### src/rtl/ysyx_22051013_axi_arbiter_if.sv
// Signal bundle between the fetch/data requesters, the arbiter and the AXI bridge.
interface ysyx_22051013_axi_arbiter_if #(
    parameter int AW = 64,
    parameter int DW = 64
);
    logic            if_re;
    logic [AW-1:0]   if_addr;
    logic [2:0]      if_size;
    logic            if_abort;
    logic [DW-1:0]   if_rdata;
    logic            if_valid;

    logic            mem_re;
    logic            mem_we;
    logic [AW-1:0]   mem_addr;
    logic [2:0]      mem_size;
    logic [DW-1:0]   mem_wdata;
    logic [DW/8-1:0] mem_wstrb;
    logic [DW-1:0]   mem_rdata;
    logic            mem_valid;

    logic            axi_re;
    logic            axi_we;
    logic [AW-1:0]   axi_addr;
    logic [2:0]      axi_size;
    logic [DW-1:0]   axi_wdata;
    logic [DW/8-1:0] axi_wstrb;
    logic [DW-1:0]   axi_rdata;
    logic            axi_valid;

    // arbiter side
    modport slave (
        input  if_re, if_addr, if_size, if_abort,
        input  mem_re, mem_we, mem_addr, mem_size, mem_wdata, mem_wstrb,
        input  axi_rdata, axi_valid,
        output if_rdata, if_valid, mem_rdata, mem_valid,
        output axi_re, axi_we, axi_addr, axi_size, axi_wdata, axi_wstrb
    );

    // requester/bridge environment side
    modport master (
        output if_re, if_addr, if_size, if_abort,
        output mem_re, mem_we, mem_addr, mem_size, mem_wdata, mem_wstrb,
        output axi_rdata, axi_valid,
        input  if_rdata, if_valid, mem_rdata, mem_valid,
        input  axi_re, axi_we, axi_addr, axi_size, axi_wdata, axi_wstrb
    );
endinterface

### src/rtl/ysyx_22051013_axi_arbiter.sv
// Shares one AXI bridge port between fetch and data: data has priority,
// fetch is forced through after STARVE_MAX consecutive data grants.
//
//   state | meaning
//   IDLE  | sample requests, pick winner, latch command
//   BUSY  | command held on bridge until axi_valid
//   RESP  | one-cycle valid pulse to the winner (suppressed for dropped fetch)
module ysyx_22051013_axi_arbiter #(
    parameter int AW         = 64,
    parameter int DW         = 64,
    parameter int STARVE_MAX = 4
) (
    input logic                       clk,
    input logic                       rst,
    ysyx_22051013_axi_arbiter_if.slave bus
);
    typedef enum logic [1:0] {
        IDLE = 2'd0,
        BUSY = 2'd1,
        RESP = 2'd2
    } state_t;

    localparam logic [3:0] STARVE_LIM = 4'(STARVE_MAX);

    state_t          state_q, state_d;
    logic            grant_mem_q;
    logic            op_we_q;
    logic            drop_q;
    logic [3:0]      starve_q;
    logic [AW-1:0]   addr_q;
    logic [2:0]      size_q;
    logic [DW-1:0]   wdata_q;
    logic [DW/8-1:0] wstrb_q;
    logic [DW-1:0]   rdata_q;
    logic            win_if, win_mem;
    logic            if_fire, mem_fire;

    always_ff @(posedge clk) begin
        if (rst) state_q <= IDLE;
        else     state_q <= state_d;
    end

    always_comb begin
        state_d = state_q;
        win_if  = 1'b0;
        win_mem = 1'b0;
        case (state_q)
            IDLE: begin
                if (starve_q == STARVE_LIM && bus.if_re) win_if = 1'b1;
                else if (bus.mem_we || bus.mem_re)       win_mem = 1'b1;
                else if (bus.if_re)                      win_if = 1'b1;
                if (win_if || win_mem) state_d = BUSY;
            end
            BUSY:    if (bus.axi_valid) state_d = RESP;
            RESP:    state_d = IDLE;
            default: state_d = IDLE;
        endcase
    end

    always_ff @(posedge clk) begin
        if (rst) begin
            grant_mem_q <= 1'b0;
            op_we_q     <= 1'b0;
            drop_q      <= 1'b0;
            starve_q    <= '0;
            addr_q      <= '0;
            size_q      <= '0;
            wdata_q     <= '0;
            wstrb_q     <= '0;
            rdata_q     <= '0;
        end else begin
            case (state_q)
                IDLE: begin
                    if (win_if) begin
                        grant_mem_q <= 1'b0;
                        op_we_q     <= 1'b0;
                        addr_q      <= bus.if_addr;
                        size_q      <= bus.if_size;
                        wdata_q     <= '0;
                        wstrb_q     <= '0;
                        drop_q      <= bus.if_abort;
                    end else if (win_mem) begin
                        // a simultaneous read stays pending behind the write
                        grant_mem_q <= 1'b1;
                        op_we_q     <= bus.mem_we;
                        addr_q      <= bus.mem_addr;
                        size_q      <= bus.mem_size;
                        wdata_q     <= bus.mem_wdata;
                        wstrb_q     <= bus.mem_wstrb;
                        drop_q      <= 1'b0;
                    end
                    if (win_if || !bus.if_re)
                        starve_q <= '0;
                    else if (win_mem && starve_q != 4'hF)
                        starve_q <= starve_q + 4'd1;
                end
                BUSY: begin
                    if (!grant_mem_q && bus.if_abort) drop_q <= 1'b1;
                    if (bus.axi_valid) rdata_q <= bus.axi_rdata;
                end
                RESP:    drop_q <= 1'b0;
                default: ;
            endcase
        end
    end

    always_comb begin
        if_fire       = (state_q == RESP) && !grant_mem_q && !drop_q;
        mem_fire      = (state_q == RESP) && grant_mem_q;
        bus.axi_re    = (state_q == BUSY) && !op_we_q;
        bus.axi_we    = (state_q == BUSY) && op_we_q;
        bus.axi_addr  = addr_q;
        bus.axi_size  = size_q;
        bus.axi_wdata = wdata_q;
        bus.axi_wstrb = wstrb_q;
        bus.if_valid  = if_fire;
        bus.if_rdata  = if_fire ? rdata_q : '0;
        bus.mem_valid = mem_fire;
        bus.mem_rdata = mem_fire ? rdata_q : '0;
    end
endmodule

### src/flat_wrapper.sv
// flat-port wrapper written by rule: the top's interface ports become plain ports
module ysyx_22051013_axi_arbiter_flat 
#(
    parameter int AW         = 64,
    parameter int DW         = 64,
    parameter int STARVE_MAX = 4
)
  (clk, rst, bus_if_re, bus_if_addr, bus_if_size, bus_if_abort, bus_mem_re, bus_mem_we, bus_mem_addr, bus_mem_size, bus_mem_wdata, bus_mem_wstrb, bus_axi_rdata, bus_axi_valid, bus_if_rdata, bus_if_valid, bus_mem_rdata, bus_mem_valid, bus_axi_re, bus_axi_we, bus_axi_addr, bus_axi_size, bus_axi_wdata, bus_axi_wstrb);
  ysyx_22051013_axi_arbiter_if #(.AW(AW), .DW(DW)) bus_i ();
  input logic clk;
  input logic rst;
  input wire logic [$bits(bus_i.if_re)-1:0] bus_if_re;
  input wire logic [$bits(bus_i.if_addr)-1:0] bus_if_addr;
  input wire logic [$bits(bus_i.if_size)-1:0] bus_if_size;
  input wire logic [$bits(bus_i.if_abort)-1:0] bus_if_abort;
  input wire logic [$bits(bus_i.mem_re)-1:0] bus_mem_re;
  input wire logic [$bits(bus_i.mem_we)-1:0] bus_mem_we;
  input wire logic [$bits(bus_i.mem_addr)-1:0] bus_mem_addr;
  input wire logic [$bits(bus_i.mem_size)-1:0] bus_mem_size;
  input wire logic [$bits(bus_i.mem_wdata)-1:0] bus_mem_wdata;
  input wire logic [$bits(bus_i.mem_wstrb)-1:0] bus_mem_wstrb;
  input wire logic [$bits(bus_i.axi_rdata)-1:0] bus_axi_rdata;
  input wire logic [$bits(bus_i.axi_valid)-1:0] bus_axi_valid;
  output wire logic [$bits(bus_i.if_rdata)-1:0] bus_if_rdata;
  output wire logic [$bits(bus_i.if_valid)-1:0] bus_if_valid;
  output wire logic [$bits(bus_i.mem_rdata)-1:0] bus_mem_rdata;
  output wire logic [$bits(bus_i.mem_valid)-1:0] bus_mem_valid;
  output wire logic [$bits(bus_i.axi_re)-1:0] bus_axi_re;
  output wire logic [$bits(bus_i.axi_we)-1:0] bus_axi_we;
  output wire logic [$bits(bus_i.axi_addr)-1:0] bus_axi_addr;
  output wire logic [$bits(bus_i.axi_size)-1:0] bus_axi_size;
  output wire logic [$bits(bus_i.axi_wdata)-1:0] bus_axi_wdata;
  output wire logic [$bits(bus_i.axi_wstrb)-1:0] bus_axi_wstrb;
  assign bus_i.if_re = bus_if_re;
  assign bus_i.if_addr = bus_if_addr;
  assign bus_i.if_size = bus_if_size;
  assign bus_i.if_abort = bus_if_abort;
  assign bus_i.mem_re = bus_mem_re;
  assign bus_i.mem_we = bus_mem_we;
  assign bus_i.mem_addr = bus_mem_addr;
  assign bus_i.mem_size = bus_mem_size;
  assign bus_i.mem_wdata = bus_mem_wdata;
  assign bus_i.mem_wstrb = bus_mem_wstrb;
  assign bus_i.axi_rdata = bus_axi_rdata;
  assign bus_i.axi_valid = bus_axi_valid;
  assign bus_if_rdata = bus_i.if_rdata;
  assign bus_if_valid = bus_i.if_valid;
  assign bus_mem_rdata = bus_i.mem_rdata;
  assign bus_mem_valid = bus_i.mem_valid;
  assign bus_axi_re = bus_i.axi_re;
  assign bus_axi_we = bus_i.axi_we;
  assign bus_axi_addr = bus_i.axi_addr;
  assign bus_axi_size = bus_i.axi_size;
  assign bus_axi_wdata = bus_i.axi_wdata;
  assign bus_axi_wstrb = bus_i.axi_wstrb;
  ysyx_22051013_axi_arbiter #(.AW(AW), .DW(DW), .STARVE_MAX(STARVE_MAX)) u_core (.clk(clk), .rst(rst), .bus(bus_i));
endmodule
### config.mk
export PLATFORM = sky130hd
export DESIGN_NAME = ysyx_22051013_axi_arbiter_flat
export DESIGN_NICKNAME = d
export VERILOG_FILES = /design/src/rtl/ysyx_22051013_axi_arbiter_if.sv /design/src/rtl/ysyx_22051013_axi_arbiter.sv /design/src/flat_wrapper.sv
export SDC_FILE = /design/constraint.sdc
export NUM_CORES = 1
export LEC_CHECK = 0
export BUFFER_PORTS_ARGS = -buffer_cell sky130_fd_sc_hd__buf_4
export CAP_MARGIN = 10
export CORE_AREA = 4 4 213 215
export CTS_BUF_LIST = sky130_fd_sc_hd__clkbuf_16
export DETAILED_ROUTE_END_ITERATION = 10
export DIE_AREA = 0 0 217 219
export SYNTH_ARGS = -nofsm -noshare
export SYNTH_HDL_FRONTEND = slang
export SYNTH_SLANG_ARGS = --single-unit
### constraint.sdc
create_clock -name clk -period 2.2 [get_ports clk]
set_input_delay 0.22 -clock clk [delete_from_list [all_inputs] [get_ports clk]]
set_output_delay 0.22 -clock clk [all_outputs]
set_load 0.005 [all_outputs]
# Word level (Yosys, flattened, before mapping)
# Index checks and enable logic that the tools add are counted.
# classes
add_sub_neg	1
eq_ne	8
mux	32
reduce_logical	24
# ops
cell	n
64-bit two-way mux	6
1-bit two-way mux	16
8-bit two-way mux	2
1-bit logical AND	8
4-bit two-way mux	2
2-bit AND reduction	4
3-bit two-way mux	2
4-bit by 1-bit adder with 4-bit output (second input constant)	1
4-bit by 3-bit == test with 1-bit output (second input constant)	1
1-bit zero test	4
2-bit two-way mux	2
2-bit by 1-bit inequality test with 1-bit output (second input constant)	2
4-bit inequality test (second input constant)	1
2-bit case mux with 2 select lines	1
2-bit nonzero test	2
1-bit logical OR	3
3-bit by 1-bit inequality test with 1-bit output (second input constant)	1
1-bit case mux with 3 select lines	1
3-bit AND reduction	1
3-bit nonzero test	1
2-bit by 1-bit == test with 1-bit output (second input constant)	1
2-bit == test (second input constant)	1
2-bit zero test	1
2-bit inequality test (second input constant)	1
# totals
register_bits	212
input_bits	277
out_inout_bits	271
wordCells	75

# Depth between registers and ports, before layout
# Gate-level depths: netlist of run 1.
# depth
ltp_word	8
mapped_depth	7
depth_no_buf	5

# Least setup slack after synthesis of run 1
# OpenSTA, ideal clock, no wires.
# synth_path
path_type	reg2reg
startpoint	reg u_core.state_q[0]
endpoint	reg u_core.drop_q
setup_time_ps	119
arrival_time_ps	1684
t_required_ps	2081
slack_ps	397
stages_incl_launch_ff	6
path_buffers	0
period_less_slack_ps	1803
path_cell_list	dfxtp_1 > inv_1 > ha_1 > or3b_2 > a211o_1 > o221a_1
# synth_via
elab_chain_cells	4
elab_cells_between_ends	11
classes_between	eq/ne: 4; mux: 4; reduce/logical: 3
# synth_rtl
element	line	rtl
start: declaration	ysyx_22051013_axi_arbiter.sv:25	state_t state_q, state_d;
start signal: assignment	ysyx_22051013_axi_arbiter.sv:40	else state_q <= state_d;
2-bit zero test	ysyx_22051013_axi_arbiter.sv:47, ysyx_22051013_axi_arbiter.sv:72	
1-bit two-way mux	ysyx_22051013_axi_arbiter.sv:47	case (state_q)
3-bit by 1-bit inequality test with 1-bit output (no source line) or 1-bit two-way mux (tied branches)	n/a	
3-bit AND reduction (no source line) or 1-bit case mux with 3 select lines (tied branches)	n/a	
end signal: assignment	ysyx_22051013_axi_arbiter.sv:81	drop_q <= bus.if_abort;
end: declaration	ysyx_22051013_axi_arbiter.sv:28	logic drop_q;
# Several ways; a longest one is shown, not always the timed one.
# A chain may end at the register's enable or synchronous reset.

# Worst setup path after layout of run 1
# layout_path
startpoint	reg u_core.state_q[0]
endpoint	out bus_if_rdata[8]
# layout_via
elab_chain_cells	4
# layout_rtl
element	line	rtl
2-bit == test	ysyx_22051013_axi_arbiter.sv:108	if_fire = (state_q == RESP) && !grant_mem_q && !drop_q;
1-bit logical AND (2 in series)	ysyx_22051013_axi_arbiter.sv:108	
64-bit two-way mux	ysyx_22051013_axi_arbiter.sv:117	bus.if_rdata = if_fire ? rdata_q : '0;
end: declaration	flat_wrapper.sv:24	output wire logic [$bits(bus_i.if_rdata)-1:0] bus_if_rdata;
# Every way passes these cells.

==> results of run 1 <==
==> critical path: cells and delay by family (launching register included) <==
kind	cells	cell delay, ps
AND/OR/NAND/NOR	2	360
adder cells (fa/ha/maj)	1	120
flip-flops	1	360
buffers and inverters	4	540
==> where the power goes <==
group	internal (mW)	switching [mW]
registers	4.28	0.316
clock network	2.63	1.83
logic	1.57	1.26
==> state kept, by name, summed over array words and instances (netlist names) <==
| signal | flops |
|---|---|
| u_core.starve_q | 4 |
| u_core.op_we_q | 1 |
| u_core.drop_q | 1 |
| u_core.grant_mem_q | 1 |
| u_core.bus.axi_wstrb | 8 |
| u_core.rdata_q | 64 |
| u_core.bus.axi_wdata | 64 |
| u_core.bus.axi_addr | 64 |
| u_core.bus.axi_size | 3 |
| u_core.state_q | 2 |
==> metrics by stage <==
stage            util  hold slack (ps)  cells
3_5_place_dp   0.3146            439.7   2045
6_report       0.3941            46.96   2312
5_1_grt        0.3941            51.77   2312
3_3_place_gp   0.3146            434.5   2045
4_1_cts        0.3899            14.33   2311
2_1_floorplan       -            352.7    983
==> cell usage after synthesis (all sizes together) (2+ instances only) <==
library cell  count  share of area
dfxtp           212           0.47
nand2           132          0.055
inv              74          0.031
a21oi            70          0.039
a22o             70          0.068
a2111oi          69          0.067
and2             68          0.047
a221o            67          0.074
and3             64          0.044
clkbuf           59          0.025
buf              45          0.034
ha                7         0.0097
o21ai             7         0.0039
a211oi            5         0.0042
nand3             3         0.0017
nand3b            3         0.0025
nand4             3         0.0021
nor2              3         0.0012
nand2b            2         0.0014
nand4b            2         0.0019
nor2b             2         0.0014
or3               2         0.0019
==> repair_timing <==
| item | 4_1_cts | 5_1_grt |
|---|---|---|
| endpoints found under the hold margin | 205 | 0 |
| pin swaps | 8 | 9 |
| resized for setup | 44 | 65 |
| buffers inserted | 7 | 0 |
| setup endpoints to repair | 129 | 60 |
| hold buffers | 205 | 0 |
| gates cloned | 6 | 0 |
==> per-layer routing <==
metal | vias up | wire length [µm]
li1 | 5014 | -
met1 | 5122 | 17240
met2 | 403 | 21940
met3 | 91 | 2793
met4 | 10 | 1539
met5 | - | 55
==> worst paths after layout <==
| kind | from | end | depth (start not counted) |
|---|---|---|---|
| setup / recovery | u_core.state_q[0] | bus_if_rdata[8] | 7 |
| hold / removal | bus_axi_valid | u_core.state_q[0] | 3 |
| setup reg to reg | u_core.state_q[0] | u_core.bus.axi_addr[39] | 8 |
| hold reg to reg | u_core.rdata_q[34] | u_core.rdata_q[34] | 2 |
==> layout make-up <==
| cell class | instances | area, µm² | area share |
|---|---|---|---|
| sequential | 212 | 4250 | 0.2466 |
| timing repair buffer | 791 | 6965 | 0.4041 |
| antenna | 2 | 5.005 | 0.0002903 |
| clock buffer | 26 | 650.6 | 0.03774 |
| multi-input combinational | 593 | 4125 | 0.2393 |
| tap | 592 | 740.7 | 0.04297 |
| inverter | 74 | 280.3 | 0.01626 |
| clock inverter | 22 | 221.5 | 0.01285 |
==> cell families (layout without fill, tap and decap cells) <==
logic type | Yosys count | count (layout) | synth area share
other cells | 0 | 2 | 0
flops | 212 | 212 | 0.4703
fa+ha+maj | 7 | 7 | 0.009704
simple gates | 291 | 291 | 0.1671
buf+inv | 178 | 913 | 0.08956
compound gates | 295 | 295 | 0.2634
==> impl_metrics.csv, run 1 <==
group,metric,value,unit
timing,max-slew-margin-rel,0.5337,
detailed_routing,drtAntennaViolNets,0,
logic_synthesis,synth_nets,1267,
logic_synthesis,ys_ff_latch,212,
clock_tree,cts.sink_count,212,
detailed_routing,drt-wirelength-per-cell,18.84,µm
global_routing,grt_pass1_vias,10720,
clock_tree,cts_buffer_depth,3,
logic_synthesis,netlist-cell-type-count,42,
power,max-vdd-ir-drop,0.5103,mV
layout,nets,1982,
placed_design,detailed_place_hpwl,28.21,mm
detailed_routing,drt_pre_antenna_iters,5,
clock_tree,cts_root_buffer,"clkbuf_16",
layout,area.growth.synth_to_final,91.02,%
layout,layout.cells.most_common,"buf_4",
run_status,outcome,"completed",
timing,skew,28.43,ps
layout,final_cell_area,17240,µm²
layout,layout_common_cells,"buf_4, dfxtp_1, dlygate4sd3_1",
placed_design,placed_area,13760,µm²
critical_path,critical_path_required,1980,ps
global_routing,global_route.usage.met3,0.03614,
logic_synthesis,avgSynthCellArea,9.181,µm²
timing,max_clock_freq,0.4612,GHz
layout,drive_above_1_share,0.3970,
placed_design,gp_routability_congestion,0.9066,
logic_synthesis,dominantRegCellSynth,"dfxtp_1",
floorplanning,fp.dieW,217,µm
flow_run,maxCapViolations,0,
global_routing,grt_start_max_net_pins,66,
floorplanning,design.portCount,548,
detailed_routing,drc_violations_left,0,
clock_tree,clock_latency,560,ps
detailed_routing,vias,10640,
clock_tree,cts_tree,"built",
global_routing,grt_most_used_layer,"met2",
logic_synthesis,netlist_instances,983,
timing,fin_crit,2168,ps
power,leakage,7.979,nW
critical_path,critPathSlowestCell,"dfxtp_4",
clock_tree,clkTransAtPathRegs,70,ps
clock_tree,cts_made_buffers,26,
critical_path,critical_setup_path_class,"reg2out",
logic_synthesis,yosysSeqAreaShare,0.4703,
logic_synthesis,number_of_synthesized_flops_with_an_enable_pin,0,
power,power.density,689.2,nW/µm²
logic_synthesis,synth_cell_area,9025,µm²
global_routing,grt_first_pass_wirelength,63.70,mm
logic_synthesis,synth.yosys.warnings,0,
timing,max_slew_vio_count,0,
global_routing,antenna_violations_before_repair,7,
critical_path,critical_path.max_fanout,16,
critical_path,crit_chain,"inv_4, ha_4, nor3b_4, buf_6, buf_16, and2_1, buf_4",
floorplanning,initial_core_utilization,0.2063,
power,fin_total_pwr,11.88,mW
global_routing,grt_usage,0.1671,
detailed_routing,routed_wl,43.57,mm
timing,layout_setup_ws,31.85,ps
timing,fin_setup_tns,0,ps
timing,final.period_utilization,0.9855,
detailed_routing,drt_first_iter_violations,657,
critical_path,timing.critical_path.from_type,"register",
min_path,min_path_type,"in2reg",
timing,rsz0062_at_grt,"true",
placed_design,pre_cts_slack,203.0,ps
critical_path,critical_path_arrival,1950,ps
detailed_routing,vias_per_cell,4.602,
layout,fillerInstances,4278,
global_routing,met1_usage,0.2036,
timing,finalSetupViolations,0,
logic_synthesis,ys_async_sr_fraction,0,
floorplanning,die_footprint,47520,µm²
global_routing,remaining_global_route_overflow,0,
critical_path,timing.critical_path.to_type,"output pin",
placed_design,io_buffer_count,547,
floorplanning,y_dimension_of_the_die,219,µm
critical_path,max_stage_delay_on_crit_path,360,ps
floorplanning,core-area,43740,µm²
clock_tree,cts.htree.levels,1,
floorplanning,num_rows,77,
timing,timing_worst_slew_pin_value,699.4,ps
timing,report.final.hold_viol_count,0,
global_routing,grt_met2_usage,0.2899,
critical_path,timing.reg2reg.setup_slack,180,ps
(Power assumes the default switching activity.)
==> inputs of run 2 (changes only) <==
Settings changed: CELL_PAD_IN_SITES_DETAIL_PLACEMENT set to 1, CELL_PAD_IN_SITES_GLOBAL_PLACEMENT set to 2, CORE_AREA 4 4 213 215 to 4 4 210 212, DIE_AREA 0 0 217 219 to 0 0 214 216, PLACE_DENSITY_LB_ADDON set to 0.1.
==> impl_metrics.csv, run 2 (synthesized netlist as in run 1, its figures left out) <==
group,metric,value,unit
timing,rsz0062_at_grt,"true",
critical_path,timing.critical_path.depth,8,
critical_path,timing.critical_path.from_type,"register",
layout,drive_above_1_share,0.4012,
detailed_routing,vias,10570,
critical_path,timing.critical_path.to_type,"output pin",
detailed_routing,vias_per_cell,4.675,
critical_path,critical_path_required,1980,ps
min_path,min_path_type,"in2reg",
timing,layout_setup_ws,39.54,ps
clock_tree,clock_latency,550,ps
critical_path,crit_family,"buffers and inverters",
placed_design,io_buffer_count,547,
global_routing,grt_usage,0.1973,
critical_path,worstRegToRegCells,7,
floorplanning,die_footprint,46220,µm²
critical_path,crit_chain,"inv_4, ha_4, nor3b_4, buf_6, buf_6, buf_16, and2_4, buf_6",
detailed_routing,drt-wirelength-per-cell,22.01,µm
clock_tree,cts_made_buffers,28,
global_routing,remaining_global_route_overflow,0,
timing,fin_setup_tns,0,ps
timing,final.hold.worst_slack,62.70,ps
timing,finalSetupViolations,0,
power,leakage,8.030,nW
critical_path,max_stage_delay_on_crit_path,350,ps
floorplanning,design.portCount,548,
floorplanning,core-area,41950,µm²
timing,fin_crit,2160,ps
clock_tree,clkTransAtPathRegs,50,ps
placed_design,pre_cts_slack,123.6,ps
detailed_routing,drt_first_iter_violations,537,
timing,report.final.hold_viol_count,0,
placed_design,detailed_place_hpwl,33.09,mm
critical_path,critPathSlowestCell,"dfxtp_4",
timing,timing_worst_slew_pin_value,616.2,ps
critical_path,critical_path_arrival,1940,ps
clock_tree,cts.sink_count,212,
layout,nets,1985,
floorplanning,fp.dieW,214,µm
timing,final.period_utilization,0.9820,
critical_path,cp_common_cell,"buf_6",
global_routing,antenna_violations_before_repair,5,
flow_run,maxCapViolations,0,
global_routing,grt_start_max_net_pins,71,
clock_tree,cts.htree.levels,1,
layout,area.growth.synth_to_final,90.63,%
layout,layout_common_cells,"buf_4, dfxtp_1, dlygate4sd3_1",
clock_tree,cts_root_buffer,"clkbuf_16",
power,max-vdd-ir-drop,0.4140,mV
run_status,outcome,"completed",
placed_design,gp_routability_congestion,0.7762,
critical_path,critical_path.max_fanout,8,
critical_path,path_buf_inv,5,
power,power.density,696.2,nW/µm²
detailed_routing,routed_wl,49.78,mm
timing,max_clock_freq,0.4629,GHz
layout,layout.cells.most_common,"buf_4",
timing,max_slew_vio_count,0,
detailed_routing,drtAntennaViolNets,0,
clock_tree,cts_tree,"built",
floorplanning,num_rows,75,
critical_path,critical_setup_path_class,"reg2out",
global_routing,grt_pass1_vias,11180,
min_path,worstHoldPathCells,3,
timing,max-slew-margin-rel,0.5786,
floorplanning,y_dimension_of_the_die,216,µm
timing,skew,15.02,ps
global_routing,grt_first_pass_wirelength,72.14,mm
clock_tree,cts_buffer_depth,3,
floorplanning,initial_core_utilization,0.2152,
layout,fillerInstances,4807,
detailed_routing,drc_violations_left,0,
detailed_routing,drt_pre_antenna_iters,4,
run 2: what timing repair did:
item,in CTS,in global routing
buffers inserted,6,2
gates cloned,4,4
setup endpoints to repair,79,130
gates resized for setup,13,105
hold buffers,205,0
pin swaps,0,16
hold endpoints to repair,205,0
run 2: worst register-to-register path: stages, from the launching register on:
cell and delay, ps:
dfxtp_1 340, inv_1 90, ha_1 230, nand3b_1 190, buf_12 250, buf_4 250, a2111oi_0 480, a221o_1 170
run 2: final cells by class:
cell class | count | area [µm²] | area share
clock inverters | 20 | 157.7 | 0.009164
flip-flops and latches | 212 | 4250 | 0.2471
diodes | 2 | 5.005 | 0.0002909
clock buffers | 29 | 725.7 | 0.04218
multi-input cells | 593 | 4155 | 0.2415
repair buffers | 792 | 6955 | 0.4043
well taps | 539 | 674.4 | 0.03920
inverters | 74 | 280.3 | 0.01629
run 2: metal layers:
metal	up-vias	track usage	part of all wire
li1	5018	-	-
met1	5127	0.2310	0.41
met2	343	0.3459	0.49
met3	78	0.05767	0.064
met4	4	0.06743	0.035
met5	-	0	0.00052
run 2: through the flow:
stage,area (µm²),util,power (mW),cells
global placement,13630,0.3250,7.075,1989
floorplan,9025,-,5.624,983
global route,17200,0.4101,12.58,2261
finish,17200,0.4101,11.98,2261
CTS,16770,0.3998,12.10,2253
detailed placement,13630,0.3250,7.097,1989
run 2: power by group:
part / switching [mW] / total [mW] / internal [mW]
clock network: 1.78 / 4.47 / 2.69
logic: 1.37 / 2.94 / 1.57
registers: 0.288 / 4.57 / 4.28
total: 3.44 / 12.0 / 8.54
run 2: path summary, 6_finish.rpt:
kind / startpoint / end / slack, ps
setup / recovery: u_core.state_q[0] / bus_if_rdata[15] / 40
hold reg to reg: u_core.rdata_q[0] / u_core.rdata_q[0] / 470
hold / removal: bus_axi_valid / u_core.state_q[0] / 60
setup reg to reg: u_core.starve_q[0] / u_core.bus.axi_addr[56] / 140
==> inputs of run 3 (changes only) <==
Settings changed: REMOVE_ABC_BUFFERS set to 1.
==> impl_metrics.csv, run 3 (synthesized netlist as in run 1, its figures left out) <==
group,metric,value,unit
critical_path,critical_path_required,1980,ps
critical_path,critical_path.max_fanout,4,
detailed_routing,drc_violations_left,0,
clock_tree,cts_made_buffers,27,
timing,fin_crit,2187,ps
layout,finish.utilization,0.4099,
floorplanning,initial_core_utilization,0.2152,
clock_tree,cts_root_buffer,"clkbuf_16",
placed_design,gp_routability_congestion,0.7899,
detailed_routing,vias,10570,
layout,area.growth.synth_to_final,90.52,%
min_path,min_path_type,"in2reg",
global_routing,grt_first_pass_wirelength,74.13,mm
timing,final.period_utilization,0.9941,
floorplanning,die_footprint,46220,µm²
detailed_routing,drt_first_iter_violations,427,
critical_path,timing.reg2reg.setup_slack,130,ps
clock_tree,cts.sink_count,212,
timing,max_clock_freq,0.4572,GHz
power,leakage,8.015,nW
clock_tree,cts_tree,"built",
clock_tree,clkTransAtPathRegs,60,ps
clock_tree,cts_buffer_depth,3,
timing,finalSetupViolations,0,
clock_tree,cts.htree.levels,1,
timing,timing_worst_slew_pin_value,577.7,ps
floorplanning,y_dimension_of_the_die,216,µm
timing,max_slew_vio_count,0,
floorplanning,design.portCount,548,
layout,layout_common_cells,"buf_4, dfxtp_1, dlygate4sd3_1",
layout,nets,1993,
global_routing,grt_usage,0.2033,
floorplanning,num_rows,75,
timing,skew,10.50,ps
power,max-vdd-ir-drop,0.5321,mV
detailed_routing,drt-wirelength-per-cell,22.12,µm
layout,drive_above_1_share,0.3925,
critical_path,critical_path_arrival,1970,ps
layout,layout.cells.most_common,"buf_4",
placed_design,detailed_place_hpwl,35.42,mm
timing,max-slew-margin-rel,0.6149,
detailed_routing,drtAntennaViolNets,0,
flow_run,maxCapViolations,0,
timing,fin_setup_tns,0,ps
global_routing,grt_start_max_net_pins,91,
critical_path,timing.critical_path.to_type,"output pin",
critical_path,timing.critical_path.from_type,"register",
floorplanning,fp.dieW,214,µm
floorplanning,core-area,41950,µm²
placed_design,io_buffer_count,547,
power,power.density,710.1,nW/µm²
detailed_routing,drt_pre_antenna_iters,4,
clock_tree,clock_latency,550,ps
timing,report.final.hold_viol_count,0,
global_routing,grt_pass1_vias,11460,
detailed_routing,vias_per_cell,4.648,
run_status,outcome,"completed",
global_routing,antenna_violations_before_repair,6,
timing,rsz0062_at_grt,"true",
detailed_routing,routed_wl,50.29,mm
critical_path,critical_setup_path_class,"reg2out",
global_routing,remaining_global_route_overflow,0,
-- run 3: cell types whose count changed in the layout (fill, tap and decap cells not counted), sizes merged --
| cell | previous run | this run |
|---|---|---|
| buf | 584 | 594 |
| dlygate4sd3 | 205 | 204 |
| clkbuf | 32 | 30 |
| inv | 84 | 78 |
| diode | 2 | 4 |
| clkinv | 7 | 11 |
| bufinv | 3 | 5 |
| clkinvlp | 0 | 3 |
-- run 3: worst max-delay path: stages (launching register included) --
cell and delay, ps:
dfxtp_4 350, inv_4 60, ha_4 120, nor3b_4 210
buf_6 170, buf_6 130, clkbuf_16 150, and2_4 140
buf_6 90
-- run 3: report_power, final --
part | total [mW] | leakage [nW] | switching (mW) | internal, mW
Sequential | 4.58 | 1.74 | 0.300 | 4.28
Clock | 4.67 | 0.453 | 1.85 | 2.81
Combinational | 2.96 | 5.82 | 1.36 | 1.60
-- run 3: metal layers --
layer / up-vias / wire [µm] / global-route usage
met5: - / 20 / 0
met4: 4 / 835 / 0.03933
met3: 53 / 3786 / 0.06456
met2: 379 / 24760 / 0.3610
met1: 5099 / 20880 / 0.2434
li1: 5031 / - / -
-- run 3: timing repair --
item,in CTS,in global routing
resized for setup,33,38
hold buffers,204,0
endpoints found under the hold margin,204,0
setup buffers,9,1
gates cloned,4,3
pin swaps,8,5
endpoints found under the setup margin,85,65
-- run 3: cell type report --
type,instances,area (µm²)
Antenna cell,4,10.01
Inverter,74,280.3
Sequential cell,212,4253
Clock buffer,27,675.6
Clock inverter,23,240.2
Timing Repair Buffer,801,6974
Multi-Input combinational cell,593,4086
Tap cell,539,674.4
Fill cell,4836,24750
-- run 3: worst paths after layout --
kind / endpoint / start / cells after the start
worst min register to register: u_core.rdata_q[18] / u_core.rdata_q[18] / 2
worst max-delay path: bus_if_rdata[28] / u_core.state_q[0] / 8
worst min-delay path: u_core.starve_q[1] / bus_if_re / 3
worst max register to register: u_core.bus.axi_addr[51] / u_core.state_q[0] / 8
-- run 3: stage by stage --
step	setup slack, ps	total power [mW]	hold WS [ps]	instance area [µm²]	std cells
3_3_place_gp	268.7	7.164	435.3	13770	2000
3_5_place_dp	203.4	7.185	441.4	13770	2000
2_1_floorplan	-3254	5.445	289.1	8494	879
6_report	13.01	12.21	44.67	17190	2273
5_1_grt	-86.35	12.81	34.35	17190	2272
4_1_cts	-11.15	12.39	11.71	17020	2267
